## config.mk

```make
export PLATFORM = sky130hd
export DESIGN_NAME = lm32_dtlb_refill
export DESIGN_NICKNAME = d
export VERILOG_FILES = /design/src/rtl/lm32_dtlb_refill.sv
export SDC_FILE = /design/constraint.sdc
export NUM_CORES = 1
export LEC_CHECK = 0
export CORE_ASPECT_RATIO = 0.5
export CORE_MARGIN = 4
export CORE_UTILIZATION = 47
export CTS_CLUSTER_SIZE = 20
export DETAILED_ROUTE_END_ITERATION = 8
export GPL_TIMING_DRIVEN = 0
export PLACE_DENSITY = 0.81
export SYNTH_ARGS = -nofsm -noshare
export SYNTH_HDL_FRONTEND = slang
export SYNTH_SLANG_ARGS = --single-unit
```

## constraint.sdc

```tcl
create_clock -name clk_i -period 5.3 [get_ports clk_i]
set_input_delay 1.06 -clock clk_i [delete_from_list [all_inputs] [get_ports clk_i]]
set_output_delay 1.06 -clock clk_i [all_outputs]
set_load 0.02 [all_outputs]
```

## src/rtl/lm32_dtlb_refill.sv

```systemverilog
// ----------------------------------------------------------------------------
// lm32_dtlb_refill
//   Hardware refill engine for the LM32 data TLB. On a DTLB miss it reads the
//   page-table entry of the faulting virtual page (single-level table, one
//   32-bit PTE per page) and installs the translation through the DTLB CSR
//   write path: TLB_VADDRESS first, then TLB_PADDRESS.
//
//   Optional feature macro: CFG_DTLB_REFILL_TIMEOUT_EN
//     defined   - FETCH gives up after `timeout` cycles without ack/err
//     undefined - FETCH waits indefinitely; no counter is built
// ----------------------------------------------------------------------------

`ifndef LM32_CSR_RNG
`define LM32_CSR_RNG 4:0
`endif
`ifndef LM32_CSR_TLB_VADDRESS
`define LM32_CSR_TLB_VADDRESS 5'h11
`endif
`ifndef LM32_CSR_TLB_PADDRESS
`define LM32_CSR_TLB_PADDRESS 5'h12
`endif

module lm32_dtlb_refill #(
    parameter int page_size = 4096,
    parameter int timeout   = 255
) (
    input  logic                 clk_i,
    input  logic                 rst_i,
    input  logic                 enable,
    input  logic                 miss_req,
    input  logic [31:0]          miss_vaddr,
    input  logic [31:0]          ptbr,
    input  logic                 tlb_busy,
    output logic                 mem_req,
    output logic [31:0]          mem_addr,
    input  logic                 mem_ack,
    input  logic                 mem_err,
    input  logic [31:0]          mem_rdata,
    output logic [`LM32_CSR_RNG] csr,
    output logic [31:0]          csr_write_data,
    output logic                 csr_write_enable,
    output logic                 busy,
    output logic                 done,
    output logic                 fault,
    output logic [31:0]          fault_addr
);

    // Page geometry: the low PG_SH address bits are the page offset.
    localparam int PG_SH = $clog2(page_size);
    localparam int VPN_W = 32 - PG_SH;

    typedef enum logic [2:0] {
        ST_IDLE  = 3'd0,
        ST_FETCH = 3'd1,
        ST_WRV   = 3'd2,
        ST_WRP   = 3'd3,
        ST_RESP  = 3'd4,
        ST_FAULT = 3'd5
    } state_t;

    state_t                 r_state;
    state_t                 w_state_nxt;

    logic [31:0]            r_vaddr_q;
    logic [VPN_W-1:0]       r_pfn;

    logic                   r_mem_req;
    logic [31:0]            r_mem_addr;
    logic [`LM32_CSR_RNG]   r_csr;
    logic [31:0]            r_csr_data;
    logic                   r_wr_phase;
    logic                   r_busy;
    logic                   r_done;
    logic                   r_fault;
    logic [31:0]            r_fault_addr;

    logic [VPN_W-1:0]       w_miss_vpn;
    logic [31:0]            w_pte_addr;
    logic                   w_accept;
    logic                   w_tmo_hit;
    logic                   w_unused;

    // PTE address of the incoming miss; the add wraps modulo 2^32.
    assign w_miss_vpn = miss_vaddr[31:PG_SH];
    assign w_pte_addr = {ptbr[31:2], 2'b00} + ({{PG_SH{1'b0}}, w_miss_vpn} << 2'd2);
    assign w_accept   = (r_state == ST_IDLE) && (w_state_nxt == ST_FETCH);

`ifdef CFG_DTLB_REFILL_TIMEOUT_EN
    localparam int TMO_BITS = $clog2(timeout + 1);
    localparam int CNT_W    = (TMO_BITS < 8) ? 8 : ((TMO_BITS > 32) ? 32 : TMO_BITS);

    logic [CNT_W-1:0]       r_tmo_cnt;
    logic [CNT_W-1:0]       w_tmo_inc;

    // The count reaching `timeout` at the end of a FETCH cycle ends the fetch,
    // so mem_req is high for exactly `timeout` cycles.
    assign w_tmo_inc = r_tmo_cnt + CNT_W'(1'b1);
    assign w_tmo_hit = (w_tmo_inc == CNT_W'(timeout));

    // FETCH wait counter: cleared on entry to FETCH, counts idle FETCH cycles.
    always_ff @(posedge clk_i) begin
        if (rst_i) begin
            r_tmo_cnt <= '0;
        end else if (w_accept) begin
            r_tmo_cnt <= '0;
        end else if ((r_state == ST_FETCH) && !mem_ack && !mem_err) begin
            r_tmo_cnt <= w_tmo_inc;
        end
    end

    assign w_unused = ^{miss_vaddr[PG_SH-1:0], ptbr[1:0], mem_rdata[PG_SH-1:0]};
`else
    assign w_tmo_hit = 1'b0;
    assign w_unused  = ^{miss_vaddr[PG_SH-1:0], ptbr[1:0], mem_rdata[PG_SH-1:0],
                         32'(timeout)};
`endif

    // State register.
    always_ff @(posedge clk_i) begin
        if (rst_i) begin
            r_state <= ST_IDLE;
        end else begin
            r_state <= w_state_nxt;
        end
    end

    // Next-state logic: error beats ack, ack beats timeout.
    always_comb begin
        w_state_nxt = r_state;
        case (r_state)
            ST_IDLE: begin
                if (enable && miss_req) begin
                    w_state_nxt = ST_FETCH;
                end else begin
                    w_state_nxt = ST_IDLE;
                end
            end
            ST_FETCH: begin
                if (mem_err) begin
                    w_state_nxt = ST_FAULT;
                end else if (mem_ack) begin
                    if (mem_rdata[0]) begin
                        w_state_nxt = ST_WRV;
                    end else begin
                        w_state_nxt = ST_FAULT;
                    end
                end else if (w_tmo_hit) begin
                    w_state_nxt = ST_FAULT;
                end else begin
                    w_state_nxt = ST_FETCH;
                end
            end
            ST_WRV: begin
                if (!tlb_busy) begin
                    w_state_nxt = ST_WRP;
                end else begin
                    w_state_nxt = ST_WRV;
                end
            end
            ST_WRP: begin
                if (!tlb_busy) begin
                    w_state_nxt = ST_RESP;
                end else begin
                    w_state_nxt = ST_WRP;
                end
            end
            ST_RESP:  w_state_nxt = ST_IDLE;
            ST_FAULT: w_state_nxt = ST_IDLE;
            default:  w_state_nxt = ST_IDLE;
        endcase
    end

    // Miss context: faulting address on accept, PFN on a valid PTE.
    always_ff @(posedge clk_i) begin
        if (rst_i) begin
            r_vaddr_q <= 32'h0000_0000;
            r_pfn     <= '0;
        end else begin
            if (w_accept) begin
                r_vaddr_q <= miss_vaddr;
            end
            if ((r_state == ST_FETCH) && (w_state_nxt == ST_WRV)) begin
                r_pfn <= mem_rdata[31:PG_SH];
            end
        end
    end

    // Registered outputs, decoded from the state being entered.
    always_ff @(posedge clk_i) begin
        if (rst_i) begin
            r_mem_req    <= 1'b0;
            r_mem_addr   <= 32'h0000_0000;
            r_csr        <= '0;
            r_csr_data   <= 32'h0000_0000;
            r_wr_phase   <= 1'b0;
            r_busy       <= 1'b0;
            r_done       <= 1'b0;
            r_fault      <= 1'b0;
            r_fault_addr <= 32'h0000_0000;
        end else begin
            r_mem_req  <= (w_state_nxt == ST_FETCH);
            r_wr_phase <= (w_state_nxt == ST_WRV) || (w_state_nxt == ST_WRP);
            r_busy     <= (w_state_nxt != ST_IDLE);
            r_done     <= (w_state_nxt == ST_RESP);
            r_fault    <= (w_state_nxt == ST_FAULT);
            if (w_accept) begin
                r_mem_addr <= w_pte_addr;
            end
            if (w_state_nxt == ST_FAULT) begin
                r_fault_addr <= r_vaddr_q;
            end
            // Op field [5:1] stays zero (NOOP); bit 0 selects the DTLB.
            case (w_state_nxt)
                ST_WRV: begin
                    r_csr      <= `LM32_CSR_TLB_VADDRESS;
                    r_csr_data <= {r_vaddr_q[31:PG_SH], {(PG_SH-1){1'b0}}, 1'b1};
                end
                ST_WRP: begin
                    r_csr      <= `LM32_CSR_TLB_PADDRESS;
                    r_csr_data <= {r_pfn, {(PG_SH-1){1'b0}}, 1'b1};
                end
                default: begin
                    r_csr      <= '0;
                    r_csr_data <= 32'h0000_0000;
                end
            endcase
        end
    end

    // The write strobe must react to tlb_busy in the same cycle, so it is the
    // registered write phase gated by the live busy input.
    assign csr_write_enable = r_wr_phase && !tlb_busy;

    assign mem_req        = r_mem_req;
    assign mem_addr       = r_mem_addr;
    assign csr            = r_csr;
    assign csr_write_data = r_csr_data;
    assign busy           = r_busy;
    assign done           = r_done;
    assign fault          = r_fault;
    assign fault_addr     = r_fault_addr;

endmodule

```

==> results_tabular.tex <==
\begin{tabular}{lr}
\hline
Metric & Value \\
\hline
\multicolumn{2}{l}{\textbf{STA}} \\
\quad Worst-margin pin slew & 0.962 ns \\
\quad Hold Fails Final Rpt & 0 \\
\quad Crit path setup slack, layout & 1.67 ns \\
\quad Worst-case headroom to the max-slew limit & 35.4\% \\
\quad Final slew viol count & 0 \\
\quad Ratio of final minimum period to clock period & 68.5\% \\
\quad Hold slack final & 0.450 ns \\
\quad Unrepaired setup endpoints after global routing & no \\
\quad F\_max & 276 MHz \\
\quad Post-Route Skew & 0.00775 ns \\
\quad Setup Viol. Count Final & 0 \\
\quad Setup tns final & 0 ns \\
\quad Final worst path period need & 3.63 ns \\
\multicolumn{2}{l}{\textbf{Clock tree}} \\
\quad Register clock-pin slew on the reported worst setup and hold paths & 0.06 ns \\
\quad Setup fix buffers added after clock tree synthesis & 0 \\
\quad Master cell of the clock root buffer & sky130\_fd\_sc\_hd\_\_clkbuf\_16 \\
\quad TritonCTS clock tree & done \\
\quad CTS H-tree depth & 4 \\
\quad Clock buffers created by TritonCTS & 17 \\
\quad Clock sinks & 144 \\
\quad Number of buffers inserted for hold repair after clock tree synthesis & 0 \\
\quad Skew-Pair Late Insertion Delay & 0.42 ns \\
\quad Count of cells resized by post-cts repair & 0 \\
\quad Maximum clock insertion buffer count & 2 \\
\multicolumn{2}{l}{\textbf{Logic synthesis}} \\
\quad Number of enable flip-flop cells after synthesis & 0 \\
\quad Netlist Area Pre-Place & 6570 sq um \\
\quad Share of synthesized flip-flops with an asynchronous set or reset & 0\% \\
\quad Synth warn & 0 \\
\quad Compound-cell area share of the yosys netlist & 18.3\% \\
\quad Arithmetic-cell share of the synthesized area counting full adders, half adders and majority gates & 4.12\% \\
\quad Area fraction in and, or, nand and nor cells after synthesis & 21.5\% \\
\quad Synthesized netlist cell count & 804 \\
\quad XOR/XNOR share of the synthesized area & 1.60\% \\
\quad Portion of netlist area occupied by mux cells & 3.35\% \\
\quad Most frequently used flop master after synthesis & sky130\_fd\_sc\_hd\_\_dfxtp\_1 \\
\quad Register area share after synthesis & 43.9\% \\
\quad Number of register bits inferred by synthesis & 144 \\
\quad Synthesized area per cell & 8.17 sq um \\
\quad Largest family of logic cells by synthesized area & simple AND/OR/NAND/NOR gates \\
\quad Number of distinct library cell variants in the gate-level netlist after synthesis & 68 \\
\multicolumn{2}{l}{\textbf{Power and ir drop}} \\
\quad PwrDens & 301 nW/um\^{}2 \\
\quad Standby leakage power & 0.00350 uW \\
\quad Worst voltage drop across the vdd grid & 208 uV \\
\multicolumn{2}{l}{\textbf{Placement}} \\
\quad Routability cong. & 0.911 \\
\quad Detailed Place HPWL & 15300 microns \\
\quad Cell total after placement & 1190 \\
\quad Number of buffers added on ports & 180 \\
\quad Setup slack at placement & 1.33 ns \\
\multicolumn{2}{l}{\textbf{Worst setup path}} \\
\quad Path type of the worst setup path & in -> reg \\
\quad Critical Path, Cell by Cell & clkdlybuf4s50\_1, ha\_1, inv\_1, fa\_1, nand2b\_1, a21oi\_2, o211ai\_2, a32oi\_2, a31oi\_1, or3\_1, a31oi\_1 \\
\quad Worst endpoint data arrival time & 3.98 ns \\
\quad Crit path launch type & input port \\
\quad Delay of the slowest cell on the worst path & 0.53 ns \\
\quad Most Frequent Cell on Critical Path & sky130\_fd\_sc\_hd\_\_a31oi\_1 \\
\quad Slowest library cell on the worst path & sky130\_fd\_sc\_hd\_\_clkdlybuf4s50\_1 \\
\quad Required time at the endpoint of the critical path & 5.65 ns \\
\quad Type of element capturing the critical path & flip-flop \\
\quad CP Max Fanout & 4 \\
\multicolumn{2}{l}{\textbf{Global route}} \\
\quad Wire length of the first global-routing pass & 31900 microns \\
\quad Total Routing Usage GR & 24.9\% \\
\quad Global route total overflow & 0 \\
\quad Antenna violations before repair & 0 \\
\quad Largest net degree at the start of global routing & 17 \\
\quad Vias in the first global route & 6329 \\
\multicolumn{2}{l}{\textbf{Final layout}} \\
\quad Layout area overhead & 40.5\% \\
\quad Nets & 1141 \\
\quad Most common cell after layout, fill and taps aside & sky130\_fd\_sc\_hd\_\_nand2\_1 \\
\quad Ant. Diodes & 0 \\
\quad Seq. cell area & 2880 sq um \\
\quad Utilization of the core after routing & 67.7\% \\
\quad Area of the multi-input gates & 3260 sq um \\
\quad Commonest non-fill, non-tap cells in the layout & sky130\_fd\_sc\_hd\_\_nand2\_1 (209), sky130\_fd\_sc\_hd\_\_clkdlybuf4s50\_1 (180), sky130\_fd\_sc\_hd\_\_dfxtp\_1 (144) \\
\quad Fill cell count & 1122 \\
\quad Layout cells sized above 1 & 8.06\% \\
\quad Count of non-filler cells in the finished layout & 1222 \\
\multicolumn{2}{l}{\textbf{Floorplan}} \\
\quad Total die area & 16000 sq um \\
\quad Die Span X & 175 microns \\
\quad Core region area & 13600 sq um \\
\quad Height of the chip & 91.6 microns \\
\quad Starting utilization of the core area & 48.2\% \\
\quad Num ports & 209 \\
\quad Floorplan row count & 30 \\
\multicolumn{2}{l}{\textbf{Drt}} \\
\quad Total number of vias & 6518 \\
\quad Post-detailed-routing wire length & 20300 microns \\
\quad Antenna viol nets, final & 0 \\
\quad First-pass iteration count of the detailed router & 5 \\
\quad Remaining DRCs & 0 \\
\quad Detailed Route Iter0 Violations & 452 \\
\quad DR vias/cell & 5.33 \\
\quad WL per Instance & 16.6 microns \\
\multicolumn{2}{l}{\textbf{Flow run}} \\
\quad Max cap viols & 0 \\
\multicolumn{2}{l}{\textbf{Min path}} \\
\quad HP Class & reg -> reg \\
\multicolumn{2}{l}{\textbf{Status}} \\
\quad Status & completed \\
\hline
\end{tabular}
-- registers in the layout, summed over array words and instances (netlist names) --
signal / cells
busy: 1
csr: 2
csr_write_data: 21
done: 1
fault: 1
fault_addr: 32
mem_addr: 30
mem_req: 1
r_pfn: 20
r_state: 3
r_vaddr_q: 32
-- area by class of cell --
class | instances | share of cell area, %
Clock buffer | 17 | 4.61
Clock inverter | 15 | 1.49
Buffer | 66 | 4.52
Tap cell | 192 | 2.60
Timing Repair Buffer | 180 | 19.5
Multi-Input combinational cell | 593 | 35.4
Inverter | 15 | 0.611
Sequential cell | 144 | 31.3
-- path summary, 6_finish.rpt --
kind                                  start                             to  slack [ns]  cells after the start
setup / recovery             miss_vaddr[12]      mem_addr[28]$_SDFFE_PP0P_        1.67                     11
hold / removal    mem_addr[14]$_SDFFE_PP0P_      mem_addr[14]$_SDFFE_PP0P_        0.45                      2
setup reg to reg      r_state[0]$_SDFF_PP0_  csr_write_data[21]$_SDFF_PP0_        2.91                      6
hold reg to reg   mem_addr[14]$_SDFFE_PP0P_      mem_addr[14]$_SDFFE_PP0P_        0.45                      2
-- stage by stage --
step | power (uW) | area, sq um
2_1_floorplan | 1440 | 6620
3_3_place_gp | 1630 | 8660
3_5_place_dp | 1640 | 8660
4_1_cts | 2780 | 9220
5_1_grt | 2880 | 9220
6_report | 2780 | 9220
-- layer usage --
| layer | GRT usage, % | up-vias | wire length (microns) |
|---|---|---|---|
| met5 | 0 | - | 0 |
| met4 | 8.88 | 0 | 464 |
| met3 | 5.49 | 41 | 1470 |
| li1 | - | 3154 | - |
| met2 | 41.1 | 260 | 9580 |
| met1 | 32.2 | 3063 | 8800 |
-- synth_stat cells, types with 6 or more instances --
master / instances / area, sq um
sky130_fd_sc_hd__nor3_1: 11 / 55.1
sky130_fd_sc_hd__nor2_1: 41 / 154
sky130_fd_sc_hd__mux2i_1: 22 / 220
sky130_fd_sc_hd__o21ai_0: 21 / 105
sky130_fd_sc_hd__a21oi_1: 120 / 601
sky130_fd_sc_hd__clkbuf_1: 35 / 131
sky130_fd_sc_hd__nand3_1: 13 / 65.1
sky130_fd_sc_hd__ha_1: 20 / 250
sky130_fd_sc_hd__dfxtp_1: 144 / 2880
sky130_fd_sc_hd__nand2_1: 209 / 785
sky130_fd_sc_hd__buf_4: 17 / 128
sky130_fd_sc_hd__buf_2: 6 / 30.0
sky130_fd_sc_hd__nand2b_1: 7 / 43.8
sky130_fd_sc_hd__xnor2_1: 10 / 87.6
sky130_fd_sc_hd__o211ai_1: 6 / 45.0
sky130_fd_sc_hd__a31oi_1: 7 / 43.8
sky130_fd_sc_hd__inv_1: 15 / 56.3
-- report_power, final --
group | switching, uW | total, uW | internal (uW)
clock | 525 | 1150 | 622
sequential | 24.3 | 1140 | 1120
combinational | 266 | 486 | 220
total | 815 | 2780 | 1960
-- critical path: cells and delay by family --
kind / cells / cell delay (ns)
compound gates: 5 / 1.18
fa+ha+maj: 2 / 0.57
buf+inv: 2 / 0.59
simple gates: 2 / 0.58
-- cell families after synthesis --
kind of cell             count (synthesis)
AND/OR/NAND/NOR                        324
multiplexers                            22
other                                    1
adder cells (fa/ha/maj)                 21
AO/OA/AOI/OAI                          199
flip-flops                             144
buffers and inverters                   81
XOR/XNOR                                12
(Power assumes the default switching activity.)
